[src/rtl/demux_pipeline.sv]
// Pipelined 1-to-N demultiplexer built as a radix-R tree of registered stages.
// Define DEMUX_PIPELINE_ZERO_EN to zero every unaddressed node data register.
module demux_pipeline #(
    parameter int WIDTH        = 1,
    parameter int OUTPUT_COUNT = 2,
    parameter int LATENCY      = 1,
    parameter int PRINT        = 0
) (
    input  logic                            clk,
    input  logic                            rst,
    input  logic                            in_valid,
    input  logic [$clog2(OUTPUT_COUNT)-1:0] sel,
    input  logic [WIDTH-1:0]                in,
    output logic [OUTPUT_COUNT-1:0]         out_valid,
    output logic [WIDTH*OUTPUT_COUNT-1:0]   out,
    output logic                            err
);

    function automatic int ipow(input int b, input int e);
        int r;
        r = 1;
        for (int i = 0; i < e; i++) r = r * b;
        return r;
    endfunction

    function automatic int calc_radix(input int oc, input int lat);
        int r;
        r = 2;
        while (ipow(r, lat) < oc) r = r * 2;
        return r;
    endfunction

    // Nodes needed at stage s: only subtrees that reach a lane below OUTPUT_COUNT.
    function automatic int calc_nodes(input int oc, input int radix, input int lat, input int s);
        int d;
        d = ipow(radix, lat - s);
        return (oc + d - 1) / d;
    endfunction

    function automatic int calc_doff(input int oc, input int radix, input int lat, input int s);
        int sum;
        sum = 0;
        for (int t = 0; t < s; t++) sum = sum + calc_nodes(oc, radix, lat, t);
        return sum;
    endfunction

    function automatic int calc_roff(input int oc, input int radix, input int lat,
                                     input int rb, input int s);
        int sum;
        sum = 0;
        for (int t = 0; t < s; t++) sum = sum + calc_nodes(oc, radix, lat, t) * (lat - t) * rb;
        return sum;
    endfunction

    localparam int SEL_W   = $clog2(OUTPUT_COUNT);
    localparam int RADIX   = calc_radix(OUTPUT_COUNT, LATENCY);
    localparam int RB      = $clog2(RADIX);
    localparam int SEL_PAD = LATENCY * RB;
    localparam int NT      = calc_doff(OUTPUT_COUNT, RADIX, LATENCY, LATENCY + 1);
    localparam int RT      = calc_roff(OUTPUT_COUNT, RADIX, LATENCY, RB, LATENCY + 1);
    localparam int LOFF    = calc_doff(OUTPUT_COUNT, RADIX, LATENCY, LATENCY);

    if (PRINT != 0) begin : g_print
        $info("demux_pipeline: RADIX=%0d SEL_PAD=%0d", RADIX, SEL_PAD);
    end

    // Flattened node state of every stage; stage 0 is the unregistered input node.
    logic [NT*WIDTH-1:0] node_data;
    logic [NT-1:0]       node_valid;
    logic [RT-1:0]       node_rem;

    logic               in_range;
    logic               drop;
    logic [SEL_PAD-1:0] sel_pad;
    logic [LATENCY-1:0] err_sr;

    if (OUTPUT_COUNT == (1 << SEL_W)) begin : g_full_range
        assign in_range = 1'b1;
    end else begin : g_part_range
        assign in_range = (sel < SEL_W'(OUTPUT_COUNT));
    end

    assign sel_pad                = SEL_PAD'(sel);
    assign drop                   = in_valid & ~in_range;
    assign node_data[WIDTH-1:0]   = in;
    assign node_valid[0]          = in_valid & in_range;
    assign node_rem[SEL_PAD-1:0]  = sel_pad;

    for (genvar s = 1; s <= LATENCY; s++) begin : g_stage
        localparam int N   = calc_nodes(OUTPUT_COUNT, RADIX, LATENCY, s);
        localparam int DO  = calc_doff(OUTPUT_COUNT, RADIX, LATENCY, s);
        localparam int PDO = calc_doff(OUTPUT_COUNT, RADIX, LATENCY, s - 1);
        localparam int RO  = calc_roff(OUTPUT_COUNT, RADIX, LATENCY, RB, s);
        localparam int PRO = calc_roff(OUTPUT_COUNT, RADIX, LATENCY, RB, s - 1);
        localparam int W   = (LATENCY - s) * RB;
        localparam int PW  = W + RB;

        for (genvar j = 0; j < N; j++) begin : g_node
            localparam int             P    = j / RADIX;
            localparam logic [RB-1:0]  SLOT = RB'(j % RADIX);

            logic             hit;
            logic             valid_q;
            logic [WIDTH-1:0] data_q;

            // The parent's top unconsumed sel bits pick exactly one child.
            assign hit = node_valid[PDO + P] &&
                         (node_rem[PRO + P*PW + PW - RB +: RB] == SLOT);

            always_ff @(posedge clk) begin
                if (rst) begin
                    valid_q <= 1'b0;
                    data_q  <= '0;
                end else begin
                    valid_q <= hit;
                    if (hit) begin
                        data_q <= node_data[(PDO + P)*WIDTH +: WIDTH];
                    end
`ifdef DEMUX_PIPELINE_ZERO_EN
                    else begin
                        data_q <= '0;
                    end
`endif
                end
            end

            assign node_valid[DO + j]               = valid_q;
            assign node_data[(DO + j)*WIDTH +: WIDTH] = data_q;

            if (W > 0) begin : g_rem
                logic [W-1:0] rem_q;

                always_ff @(posedge clk) begin
                    if (rst) begin
                        rem_q <= '0;
                    end else if (hit) begin
                        rem_q <= node_rem[PRO + P*PW +: W];
                    end
                end

                assign node_rem[RO + j*W +: W] = rem_q;
            end
        end
    end

    // Dropped words travel a plain shift register so err lines up with the data latency.
    always_ff @(posedge clk) begin
        if (rst) begin
            err_sr <= '0;
        end else begin
            err_sr <= (err_sr << 1) | LATENCY'(drop);
        end
    end

    assign err       = err_sr[LATENCY-1];
    assign out_valid = node_valid[LOFF +: OUTPUT_COUNT];
    assign out       = node_data[LOFF*WIDTH +: WIDTH*OUTPUT_COUNT];

endmodule

[config.mk]
export PLATFORM = sky130hd
export DESIGN_NAME = demux_pipeline
export DESIGN_NICKNAME = d
export VERILOG_FILES = /design/src/rtl/demux_pipeline.sv
export SDC_FILE = /design/constraint.sdc
export NUM_CORES = 1
export LEC_CHECK = 0
export BUFFER_PORTS_ARGS = -buffer_cell sky130_fd_sc_hd__buf_2
export CAP_MARGIN = 40
export CORE_AREA = 2 2 39 41
export CTS_CLUSTER_DIAMETER = 30
export DETAILED_ROUTE_END_ITERATION = 6
export DIE_AREA = 0 0 41 43
export GPL_TIMING_DRIVEN = 1
export PLACE_DENSITY = 0.38
export SYNTH_ARGS = -nofsm -noshare
export SYNTH_HDL_FRONTEND = slang
export SYNTH_SLANG_ARGS = --single-unit
[constraint.sdc]
create_clock -name clk -period 1.48 [get_ports clk]
set_input_delay 0.37 -clock clk [delete_from_list [all_inputs] [get_ports clk]]
set_output_delay 0.37 -clock clk [all_outputs]
set_load 0.01 [all_outputs]
==> run_results.csv, run 1 <==
group,metric,value,unit
sta,drv_slew,0,
sta,holdWs,332.2,ps
floorplanning,dieArea,1763,um2
detailed_routing,post-route-drc-count,0,
sta,finalClockSkew,0,ps
layout,area_growth,23.53,%
critical_path,path_buf_inv,1,
critical_path,setup.worst_path.class,"reg -> out",
critical_path,r2r-start,"g_stage[1].g_node[1].data_q",
logic_synthesis,synth-seq-cells,4,
logic_synthesis,yosys.area.top_type_share,41.83,%
clock_network,cts_sinks,4,
status,status,"finished clean",
flow_run,drv_cap,0,
logic_synthesis,syn-instance-count,19,
layout,antenna_cells,0,
sta,setup_viol,0,
clock_network,cts.clk_slew.worst_paths,40,ps
critical_path,cp_slowest_cell,"dfxtp_1",
sta,fmax,0.9425,GHz
logic_synthesis,synth_seq_area_share,41.83,%
grt,grtUsageTotal,5.422,%
floorplanning,core,1384,um2
critical_path,r2r_end,"g_stage[1].g_node[1].data_q",
clock_network,cts_hold_buf,0,
logic_synthesis,yosys_warnings,0,
placement,port_buffers,8,
detailed_routing,firstDrtPassIters,1,
floorplanning,rows,14,
sta,rsz0062_at_grt,"false",
clock_network,clock_latency,240,ps
critical_path,cp.arrival,690,ps
hold_path,hold_class,"in -> reg",
critical_path,required,1110,ps
critical_path,worstRegToRegCells,2,
layout,final_layout_size_suffix_gt1_share,52.00,%
clock_network,cts_resized,0,
logic_synthesis,avgSynthCellArea,10.08,um2
critical_path,r2r_slack,770,ps
grt,grt_max_degree,7,
detailed_routing,routed_wl,325,um
floorplanning,die_w,41,um
detailed_routing,via_per_inst,3.244,
logic_synthesis,synth_common_cells,"5 x buf_4, 4 x dfxtp_1",
logic_synthesis,yosysMostFrequentCell,"buf_4",
pwr,leakagePower,0.1081,nW
logic_synthesis,post-synth-top-area-cell,"dfxtp_1",
clock_network,numCtsBuffers,3,
floorplanning,die_h,43,um
critical_path,critPathLaunch,"g_stage[1].g_node[0].data_q",
clock_network,post_cts_buffers,0,
clock_network,clk_path_buf_depth,2,
detailed_routing,final_antenna_net_count,0,
sta,post-route-min-period,1061,ps
critical_path,path_cells,"buf_2",
layout,fin_nets,32,
pwr,power_density,1182,nW/um2
layout,ff_latch_area,80.08,um2
logic_synthesis,synth_area_leaders,"dfxtp_1 42%, buf_4 20%, nand4bb_1 5.9%, a21bo_1 5.2%, and3b_2 5.2%",
grt,antenna_found_initial,0,
critical_path,cp_max_fo,2,
critical_path,cp-endpoint,"out[0]",
logic_synthesis,synth_flop_cell,"dfxtp_1",
pwr,ir_worst_vdd,0.2610,mV
layout,fillers,151,
clock_network,cts_tree,"built",
sta,post-route-period-util,71.69,%
critical_path,cp_top_family,"flip-flops",
placement,dp_cells,38,
detailed_routing,avgRoutedWirePerCell,7.927,um
grt,grt_pass1_vias,137,
clock_network,htreeDepth,1,
detailed_routing,vias,133,
placement,place.gp.congestion,0.6393,
logic_synthesis,synth_edf_count,0,
logic_synthesis,ys_types,12,
floorplanning,ioPinCount,10,
critical_path,worst-path-stages,1,
clock_network,cts-root-buf,"clkbuf_4",
logic_synthesis,syn-num-nets,24,
sta,setup_tns,0,ps
critical_path,end_kind,"primary output",
layout,multi_input_area,73.82,um2
layout,fin_util,17.09,%
logic_synthesis,async_flop_share,0,%
critical_path,critPathMaxStageDelay,320,ps
detailed_routing,drtIter0Drc,0,
critical_path,critPathLaunchType,"flop",
grt,grt_first_pass_wirelength,565,um
layout,stdcell_count,41,
sta,hold_viol_final,0,
logic_synthesis,syn_area,191.4,um2
grt,grt_overflow_total,0,
floorplanning,initial_core_util,13.83,%
-- metal layers --
metal / GRT usage [%] / vias up / routed length [um]
met5: 0 / - / 0
met4: 2.000 / 0 / 0
met3: 6.806 / 0 / 60
met2: 4.688 / 12 / 87
met1: 7.395 / 51 / 177
li1: - / 70 / -
-- placed cells by master (no fill, tap or decap) --
cell type	instances
conb_1	1
nor3b_1	1
nand3_1	1
nand2b_1	1
buf_2	8
and3b_2	1
nor2b_1	1
a21bo_1	1
a21oi_2	1
nand4bb_1	1
clkbuf_4	3
dfxtp_1	4
o21ai_1	1
-- flip-flops by register name (all words and copies together) (netlist names) --
signal and cells:
g_stage.g_node.data_q 2, g_stage.g_node.valid_q 2
-- worst min path at each step --
stage	start	endpoint	slack (ps)	depth (start not counted)
after floorplan	rst	g_stage[1].g_node[1].data_q	430	1
after global placement	g_stage[1].g_node[0].data_q	g_stage[1].g_node[0].data_q	460	2
after detailed placement	g_stage[1].g_node[0].data_q	g_stage[1].g_node[0].data_q	460	2
after CTS	rst	g_stage[1].g_node[1].data_q	330	2
after global routing	rst	g_stage[1].g_node[1].data_q	340	2
final	rst	g_stage[1].g_node[1].data_q	330	2
-- worst register-to-register path, cell delays in order (launching register included) --
cell	delay, ps
dfxtp_1	320
a21bo_1	210
a21oi_2	120
-- cell families (layout without fill, tap and decap cells) --
group | count (synthesis) | count (layout) | share of synthesized area [%]
buf+inv | 5 | 11 | 19.61
compound gates | 3 | 3 | 12.42
other cells | 1 | 1 | 1.959
simple gates | 6 | 6 | 24.19
flops | 4 | 4 | 41.83
-- where the power goes --
part	leakage [nW]	switching [mW]	total [mW]	internal, mW
sequential	0.0328	0.00163	0.115	0.113
combinational	0.0615	0.0137	0.0269	0.0132
clock	0.0138	0.0471	0.138	0.0909
total	0.108	0.0624	0.280	0.217
-- layout make-up --
cell class	count	share of cell area (%)
repair buffers	8	16.93
multi-input cells	10	31.22
clock buffers	3	9.524
flip-flops and latches	4	33.86
well taps	16	8.466
-- stage by stage --
stage | area (um2) | power [mW] | worst slack [ps]
2_1_floorplan | 191.4 | 0.1366 | 693.9
3_3_place_gp | 214.0 | 0.1426 | 608.3
3_5_place_dp | 214.0 | 0.1436 | 595.8
4_1_cts | 236.5 | 0.2882 | 408.6
6_report | 236.5 | 0.2796 | 419.0
5_1_grt | 236.5 | 0.3004 | 380.6
(Power assumes the default switching activity.)
==> run 2, diff against run 1 <==
--- a/config.mk
+++ b/config.mk
@@ -5,6 +5,7 @@
 export SDC_FILE = /design/constraint.sdc
 export NUM_CORES = 1
 export LEC_CHECK = 0
+export ABC_AREA = 1
 export BUFFER_PORTS_ARGS = -buffer_cell sky130_fd_sc_hd__buf_2
 export CAP_MARGIN = 40
 export CORE_AREA = 2 2 39 41
==> constraint.sdc (replaced) <==
create_clock -name clk -period 1.1 [get_ports clk]
set_input_delay 0.275 -clock clk [delete_from_list [all_inputs] [get_ports clk]]
set_output_delay 0.275 -clock clk [all_outputs]
set_load 0.01 [all_outputs]
==> run 2 against run 1 <==
  * Sequential power rose by 35%
  * Critical path depth did not move
  * Largest cell class unchanged
  * Highest routed layer unchanged
  * Via count rose by 11%
==> run_results.csv, run 2 <==
group,metric,value,unit
status,status,"finished clean",
critical_path,r2r-start,"g_stage[1].g_node[0].data_q",
hold_path,hold_class,"in -> reg",
pwr,power_density,1653,nW/um2
logic_synthesis,ys_types,9,
flow_run,drv_cap,0,
critical_path,setup.worst_path.class,"reg -> out",
clock_network,cts_tree,"built",
layout,fin_nets,37,
logic_synthesis,syn_area,182.7,um2
logic_synthesis,yosys.area.top_type_share,43.84,%
grt,grt_pass1_vias,141,
logic_synthesis,synth_xor_area_share,0,%
placement,pre_cts_ws,345.4,ps
sta,rsz0062_at_grt,"false",
pwr,clockPowerShare,48.8,%
hold_path,holdCritStartpoint,"rst",
logic_synthesis,synth_adder_area_share,0,%
clock_network,cts_hold_buf,0,
logic_synthesis,synth-seq-cells,4,
layout,final_layout_size_suffix_gt1_share,40.00,%
layout,area_growth,24.66,%
floorplanning,rows,14,
critical_path,critPathLaunch,"g_stage[1].g_node[0].data_q",
critical_path,cp_top_family,"flip-flops",
clock_network,post_cts_buffers,0,
clock_network,cts.clk_slew.worst_paths,40,ps
detailed_routing,post-route-drc-count,0,
critical_path,r2r_slack,530,ps
placement,place.gp.congestion,0.6621,
floorplanning,die_w,41,um
critical_path,end_kind,"primary output",
critical_path,cp_slowest_cell,"dfxtp_1",
logic_synthesis,synth_flop_cell,"dfxtp_1",
floorplanning,die_h,43,um
grt,grt_first_pass_wirelength,503,um
logic_synthesis,synthMuxAreaShare,0,%
critical_path,critPathMaxStageDelay,320,ps
detailed_routing,routed_wl,321,um
placement,dp_cells,43,
logic_synthesis,synth_area_leaders,"dfxtp_1 44%, buf_4 21%, nand2_1 8.2%, inv_1 6.2%, nor2_1 6.2%",
detailed_routing,firstDrtPassIters,2,
clock_network,cts_resized,0,
detailed_routing,drtIter0Drc,2,
detailed_routing,wl_met3,32,um
detailed_routing,avgRoutedWirePerCell,6.978,um
detailed_routing,via_per_inst,3.196,
detailed_routing,highest_layer,"met3",
logic_synthesis,yosys_warnings,0,
clock_network,cts_sinks,4,
critical_path,path_buf_inv,1,
layout,layout_common_cells,"8 x buf_2, 4 x nand2_1, 4 x dfxtp_1",
placement,port_buffers,8,
logic_synthesis,yosysMostFrequentCell,"buf_4",
clock_network,numCtsBuffers,3,
layout,postLayoutCellArea,227.7,um2
clock_network,clock_latency,230,ps
grt,grt_max_degree,6,
sta,drv_slew,0,
grt,grt_overflow_total,0,
floorplanning,core,1384,um2
critical_path,cp.arrival,680,ps
pwr,power.net_switching,85.48,uW
pwr,ir_worst_vdd,0.2820,mV
clock_network,cts-root-buf,"clkbuf_4",
layout,stdcell_count,46,
sta,setup_viol,0,
sta,hold_viol_final,0,
clock_network,clk_path_buf_depth,2,
layout,final_common_cell,"buf_2",
sta,finalClockSkew,0,ps
pwr,fin_total_pwr,376.3,uW
layout,antenna_cells,0,
floorplanning,dieArea,1763,um2
logic_synthesis,avgSynthCellArea,7.611,um2
clock_network,htreeDepth,1,
pwr,leakagePower,0.1219,nW
pwr,sw_frac_of_total,22.71,%
logic_synthesis,syn-num-nets,29,
detailed_routing,wl_met1,143,um
logic_synthesis,async_flop_share,0,%
critical_path,path_cells,"buf_2",
logic_synthesis,synth_compound_area_share,7.534,%
sta,post-route-min-period,959.3,ps
critical_path,cp_max_fo,2,
grt,grtUsageTotal,4.719,%
grt,antenna_found_initial,0,
logic_synthesis,syn-instance-count,24,
sta,post-route-period-util,87.21,%
detailed_routing,wl_met2,145,um
layout,fin_util,16.46,%
logic_synthesis,synthSimpleGateAreaFrac,19.86,%
layout,reg_top3,"g_stage.g_node.data_q (2), g_stage.g_node.valid_q (2)",
logic_synthesis,synth_edf_count,0,
pwr,pwr-share-comb,10.0,%
floorplanning,initial_core_util,13.20,%
placement,place_area,205.2,um2
sta,holdWs,247.0,ps
logic_synthesis,post-synth-top-area-cell,"dfxtp_1",
floorplanning,ioPinCount,10,
pwr,power_frac_seq,41.2,%
sta,fmax,1.042,GHz
logic_synthesis,synth_seq_area_share,43.84,%
critical_path,required,820,ps
critical_path,critPathLaunchType,"flop",
logic_synthesis,synth_common_cells,"5 x buf_4, 4 x dfxtp_1, 4 x nand2_1",
detailed_routing,vias,147,
logic_synthesis,synth_top_family_by_area,"buffers and inverters",
pwr,p_int,290.8,uW
detailed_routing,final_antenna_net_count,0,
sta,fin_ws,140.7,ps
sta,setup_tns,0,ps
-- run 2: path summary, 6_finish.rpt --
| kind | depth (start not counted) | to |
|---|---|---|
| setup / recovery | 1 | out[0] |
| hold / removal | 2 | g_stage[1].g_node[1].data_q |
| setup reg to reg | 2 | g_stage[1].g_node[0].data_q |
| hold reg to reg | 2 | g_stage[1].g_node[1].data_q |
-- run 2: final cells by class --
type                    instances  area [um2]
fillers                       163        1156
flip-flops and latches          4       80.08
multi-input cells              12       53.80
repair buffers                  8       40.04
clock buffers                   3       22.52
well taps                      16       20.02
inverters                       3       11.26
-- run 2: power groups by stage --
stage / clock network (mW) / registers (mW) / logic [mW]
floorplan: 0 / 0.157 / 0.0301
global placement: 0 / 0.158 / 0.0384
detailed placement: 0 / 0.157 / 0.0381
CTS: 0.195 / 0.155 / 0.0381
global route: 0.206 / 0.155 / 0.0431
finish: 0.184 / 0.155 / 0.0376
-- run 2: cell families after synthesis --
family,after synthesis
buffers and inverters,8
other,1
AOI/OAI and AO/OA,2
DFF,4
and+or+nand+nor,9
-- run 2: metal layers --
| layer | vias up | track usage [%] |
|---|---|---|
| met4 | 0 | 8.000 |
| met1 | 62 | 6.109 |
| met2 | 7 | 4.063 |
| li1 | 78 | - |
| met3 | 0 | 1.571 |
| met5 | - | 0 |
